$ cat src/rtl/bus_arbiter_rr.sv
// Round-robin arbiter for the shared system bus: N masters, burst-aware
// grant holding, abort when the owner drops its request, and a watchdog
// that forces release when a granted burst stalls.
//
// state  | meaning
// -------+-------------------------------------------------------------
// S_IDLE | no owner; arbitrate among requesters on every edge
// S_OWN  | one master granted; count beats, watch for drop or stall
// S_TURN | single bus-turnaround cycle with grant low, no arbitration
module bus_arbiter_rr #(
  parameter int NUM_MASTERS = 4,
  parameter int BURST_W     = 13,
  parameter int SLAVE_SEL_W = 2,
  parameter int TIMEOUT     = 255,
  localparam int IDX_W      = (NUM_MASTERS > 1) ? $clog2(NUM_MASTERS) : 1
) (
  input  logic                           clk,
  input  logic                           reset,
  input  logic [NUM_MASTERS-1:0]         m_req,
  input  logic [NUM_MASTERS*BURST_W-1:0] m_burst_num,
  input  logic [NUM_MASTERS*SLAVE_SEL_W-1:0] m_slave_sel,
  input  logic                           beat_done,
  output logic [NUM_MASTERS-1:0]         grant,
  output logic [IDX_W-1:0]               grant_idx,
  output logic                           bus_busy,
  output logic [SLAVE_SEL_W-1:0]         slave_sel,
  output logic [BURST_W-1:0]             beats_left,
  output logic [NUM_MASTERS-1:0]         tx_done,
  output logic                           abort,
  output logic                           timeout_err
);

  typedef enum logic [1:0] {
    S_IDLE = 2'd0,
    S_OWN  = 2'd1,
    S_TURN = 2'd2
  } state_t;

  localparam logic [15:0] TO_CNT = 16'(TIMEOUT);
  localparam logic [NUM_MASTERS-1:0] ONE_HOT0 = {{(NUM_MASTERS-1){1'b0}}, 1'b1};

  state_t                  state_q;
  logic [NUM_MASTERS-1:0]  grant_q;
  logic [IDX_W-1:0]        grant_idx_q;
  logic [IDX_W-1:0]        ptr_q;
  logic                    busy_q;
  logic [SLAVE_SEL_W-1:0]  slave_sel_q;
  logic [BURST_W-1:0]      beats_left_q;
  logic [NUM_MASTERS-1:0]  tx_done_q;
  logic                    abort_q;
  logic                    timeout_err_q;
  logic [15:0]             wdog_q;

  logic                    arb_found;
  logic [IDX_W-1:0]        arb_idx;

  // Pick the first requester scanning upward from the slot after the last owner.
  always_comb begin
    arb_found = 1'b0;
    arb_idx   = '0;
    for (int i = 1; i <= NUM_MASTERS; i++) begin
      if (!arb_found && m_req[(int'(ptr_q) + i) % NUM_MASTERS]) begin
        arb_found = 1'b1;
        arb_idx   = IDX_W'((int'(ptr_q) + i) % NUM_MASTERS);
      end
    end
  end

  // Ownership FSM; all outputs are registered here.
  always_ff @(posedge clk) begin
    if (!reset) begin
      state_q       <= S_IDLE;
      grant_q       <= '0;
      grant_idx_q   <= '0;
      ptr_q         <= IDX_W'(NUM_MASTERS - 1);
      busy_q        <= 1'b0;
      slave_sel_q   <= '0;
      beats_left_q  <= '0;
      tx_done_q     <= '0;
      abort_q       <= 1'b0;
      timeout_err_q <= 1'b0;
      wdog_q        <= '0;
    end else begin
      tx_done_q     <= '0;
      abort_q       <= 1'b0;
      timeout_err_q <= 1'b0;
      case (state_q)
        S_IDLE: begin
          if (arb_found) begin
            state_q      <= S_OWN;
            grant_q      <= ONE_HOT0 << arb_idx;
            grant_idx_q  <= arb_idx;
            ptr_q        <= arb_idx;
            busy_q       <= 1'b1;
            slave_sel_q  <= m_slave_sel[arb_idx*SLAVE_SEL_W +: SLAVE_SEL_W];
            beats_left_q <= m_burst_num[arb_idx*BURST_W +: BURST_W];
            wdog_q       <= '0;
          end
        end
        S_OWN: begin
          // Final beat beats a simultaneous request drop.
          if (beat_done && (beats_left_q == '0)) begin
            tx_done_q <= grant_q;
            grant_q   <= '0;
            busy_q    <= 1'b0;
            state_q   <= S_TURN;
          end else if (!m_req[grant_idx_q]) begin
            abort_q   <= 1'b1;
            grant_q   <= '0;
            busy_q    <= 1'b0;
            state_q   <= S_TURN;
          end else if (beat_done) begin
            beats_left_q <= beats_left_q - BURST_W'(1);
            wdog_q       <= '0;
          end else if ((wdog_q + 16'd1) == TO_CNT) begin
            timeout_err_q <= 1'b1;
            grant_q       <= '0;
            busy_q        <= 1'b0;
            state_q       <= S_TURN;
          end else begin
            wdog_q <= wdog_q + 16'd1;
          end
        end
        S_TURN:  state_q <= S_IDLE;
        default: state_q <= S_IDLE;
      endcase
    end
  end

  assign grant       = grant_q;
  assign grant_idx   = grant_idx_q;
  assign bus_busy    = busy_q;
  assign slave_sel   = slave_sel_q;
  assign beats_left  = beats_left_q;
  assign tx_done     = tx_done_q;
  assign abort       = abort_q;
  assign timeout_err = timeout_err_q;

endmodule

$ cat config.mk
export PLATFORM = sky130hd
export DESIGN_NAME = bus_arbiter_rr
export DESIGN_NICKNAME = d
export VERILOG_FILES = /design/src/rtl/bus_arbiter_rr.sv
export SDC_FILE = /design/constraint.sdc
export NUM_CORES = 1
export LEC_CHECK = 0
export CORE_MARGIN = 2
export CORE_UTILIZATION = 37
export DETAILED_ROUTE_END_ITERATION = 8
export GPL_TIMING_DRIVEN = 0
export PLACE_DENSITY_LB_ADDON = 0.1
export SKIP_CTS_REPAIR_TIMING = 1
export SLEW_MARGIN = 5
export SYNTH_ARGS = -nofsm -noshare
export SYNTH_HDL_FRONTEND = slang
export SYNTH_SLANG_ARGS = --single-unit
$ cat constraint.sdc
create_clock -name clk -period 2.7 [get_ports clk]
set_clock_uncertainty 0.15 [all_clocks]
set_input_delay 0.54 -clock clk [delete_from_list [all_inputs] [get_ports clk]]
set_output_delay 0.54 -clock clk [all_outputs]
set_load 0.03 [all_outputs]
==> out/metrics.cfg <==
[run_status]
outcome = complete, no violations

[timing]
max_freq_mhz = 387
slew_headroom = 0.566
hold_viol = 0
max_slew.worst_pin.slew_ns = 0.649
setup_viol = 0
period_needed_ns = 2.58
post-route-period-util = 0.956
hold_ws_ns = 0.314
finalWorstSetupSlack_ns = 0.119
finalSetupTns_ns = 0
rsz0062_at_grt = no
finalMaxSlewViolations = 0

[global_routing]
grt_overflow_total = 0
gr-usage-met1 = 0.256
grt_busiest_layer = met2
grt_pass1_wl_um = 15800
grt_start_max_net_pins = 15
met2_usage = 0.328
antenna_found_initial = 0
first_global_vias = 3291
grtUsageTotal = 0.197
met3_usage = 0.0422

[synthesis]
synth_edf_count = 0
ys_top_cells_by_area = dfxtp_1 (29%), mux2i_1 (7.7%), nand2_1 (7.2%)
synth-seq-cells = 48
syn_nets = 478
synth_top_flop_cell = dfxtp_1
syn_area_per_cell_um2 = 8.01
synth_area_um2 = 3270
yosys.area.top_type = dfxtp_1
synthDistinctLibCells = 74
yosysWarnings = 0
ys_seq_area_frac = 0.294
synth.top_cell.area_share = 0.294
synth-async-reset-ratio = 0
syn_inst = 408

[placed_design]
post-dp-hpwl_um = 7380
place_worst_setup_slack_ns = -0.482
placement.cell_area_um2 = 4340
numPortBuffers = 93
placed_cells_incl_taps = 609
gp_congestion = 0.857

[route]
dr.pass1.iters = 4
wire_per_inst_um = 15.7
drc_errors = 0
totalWireLength_um = 9840
drtAntennaViolNets = 0
drtIter0Drc = 135
viasPerCell = 5.54
vias = 3462

[clock_network]
clock_tree.buffer_depth = 2
clock-sinks = 48
cts_tree = yes
cts_buffers = 5
root_buffer = clkbuf_8
htreeDepth = 2
insertion_delay_ns = 0.30
clk_pin_slew_ns = 0.09

[floorplan]
row_count = 34
fp.dieW_um = 98
die_area_um2 = 9600
die_h_um = 98
start_util = 0.379
core_area_um2 = 8640
ios = 95

[pwr]
powerDensity_nw_per_um2 = 662
total_leakage_power_nw = 1.75
finalPower_mw = 3.04
ir_drop_uv = 270

[critical_path]
cp_data_arrival_time_ns = 2.58
crit_buf_inv = 3
slowest_delay_ns = 0.42
worstSetupPathType = flip-flop to flip-flop
slowest_stage = or3b_4
cp.required_ns = 2.70
crit_family = simple AND/OR/NAND/NOR gates
ff2ff_setup_slack_ns = 0.12
cp-start-kind = flip-flop
worst_setup_path_end_kind = flip-flop
worstPathCellList = inv_1 > ha_2 > or3b_4 > nor4_4 > a32o_2 > buf_8 > nor2_1 > buf_4 > a32oi_2 > a21oi_1
cp_max_fo = 11

[flow_run]
cap_violations = 0

[worst_hold_path]
hp-class = flip-flop to flip-flop

[finish]
final_core_utilization = 0.532
fin_cells = 625
syn_to_final_growth_pct = 40.6
drive_gt1_frac = 0.149
diodes = 0
stdcell_area_um2 = 4600
layout.cells.most_common = clkdlybuf4s50_1
nNetsFinal = 587
layout_common_cells = clkdlybuf4s50_1 (89), nand2_1 (63), dfxtp_1 (44)

-- power by group --
group	total, mW	internal [mW]	switching [mW]
combinational	1.50	0.662	0.837
clock	0.609	0.365	0.244
sequential	0.936	0.810	0.126
total	3.04	1.84	1.21
-- layout make-up --
class,instances,area [um2]
timing repair buffer,101,998
inverter,9,33.8
sequential,48,971
buffer,29,216
fill,826,4040
clock buffer,5,68.8
clock inverter,2,60.1
multi-input combinational,323,2110
tap,108,135
-- state kept, by name, summed over array words and instances (netlist names) --
signal,cells
bus_busy,1
grant,4
tx_done,4
beats_left,13
grant_idx,2
wdog_q,16
ptr_q,2
abort,1
state_q,2
timeout_err,1
slave_sel,2
-- cells by family (layout without fill, tap and decap cells) --
| family | count (synthesis) | count (layout) | synth area share |
|---|---|---|---|
| AND/OR/NAND/NOR | 181 | 182 | 0.303 |
| AO/OA/AOI/OAI | 108 | 108 | 0.222 |
| flip-flops | 48 | 48 | 0.294 |
| buffers and inverters | 38 | 146 | 0.0727 |
| multiplexers | 29 | 29 | 0.0938 |
| adder cells (fa/ha/maj) | 3 | 3 | 0.0115 |
| XOR/XNOR | 1 | 1 | 0.00268 |
-- synth_stat cells, types with 3 or more instances --
master and instances:
nand2_1 63, dfxtp_1 48, a21oi_1 27, nor2_1 26, mux2i_1 25, o21ai_0 21, nand3_1 16, clkbuf_1 11
nor3_1 11, inv_1 9, a31oi_1 8, buf_2 7, nand4_1 7, o211ai_1 7, nand2b_1 6, o22ai_1 6
and2_1 5, nand3b_1 5, o21ai_1 5, and3_2 4, buf_6 4, clkbuf_8 4, o32ai_1 4, or3_1 4
a211oi_1 3, a32oi_1 3, ha_1 3, mux2_2 3, nor2b_1 3, nor3b_1 3, nor4_1 3, o221a_2 3
-- worst min-delay path: cells and delay by family, from the launching register on --
family / cells / cell delay, ns
flip-flops: 1 / 0.32
AND/OR/NAND/NOR: 1 / 0.05
AO/OA/AOI/OAI: 1 / 0.05
-- worst paths after layout --
path | from | to | cells past startpoint
worst min-delay path | slave_sel[0] | slave_sel[0] | 2
worst max register to register | beats_left[0] | beats_left[5] | 10
worst max-delay path | beats_left[0] | beats_left[5] | 10
worst min register to register | slave_sel[0] | slave_sel[0] | 2
-- per-layer routing --
metal,vias to the layer above,share of wire
met5,-,0
met4,0,0.014
met3,8,0.068
met2,118,0.48
met1,1610,0.44
li1,1726,-
Power figures use the tool's default switching activity.
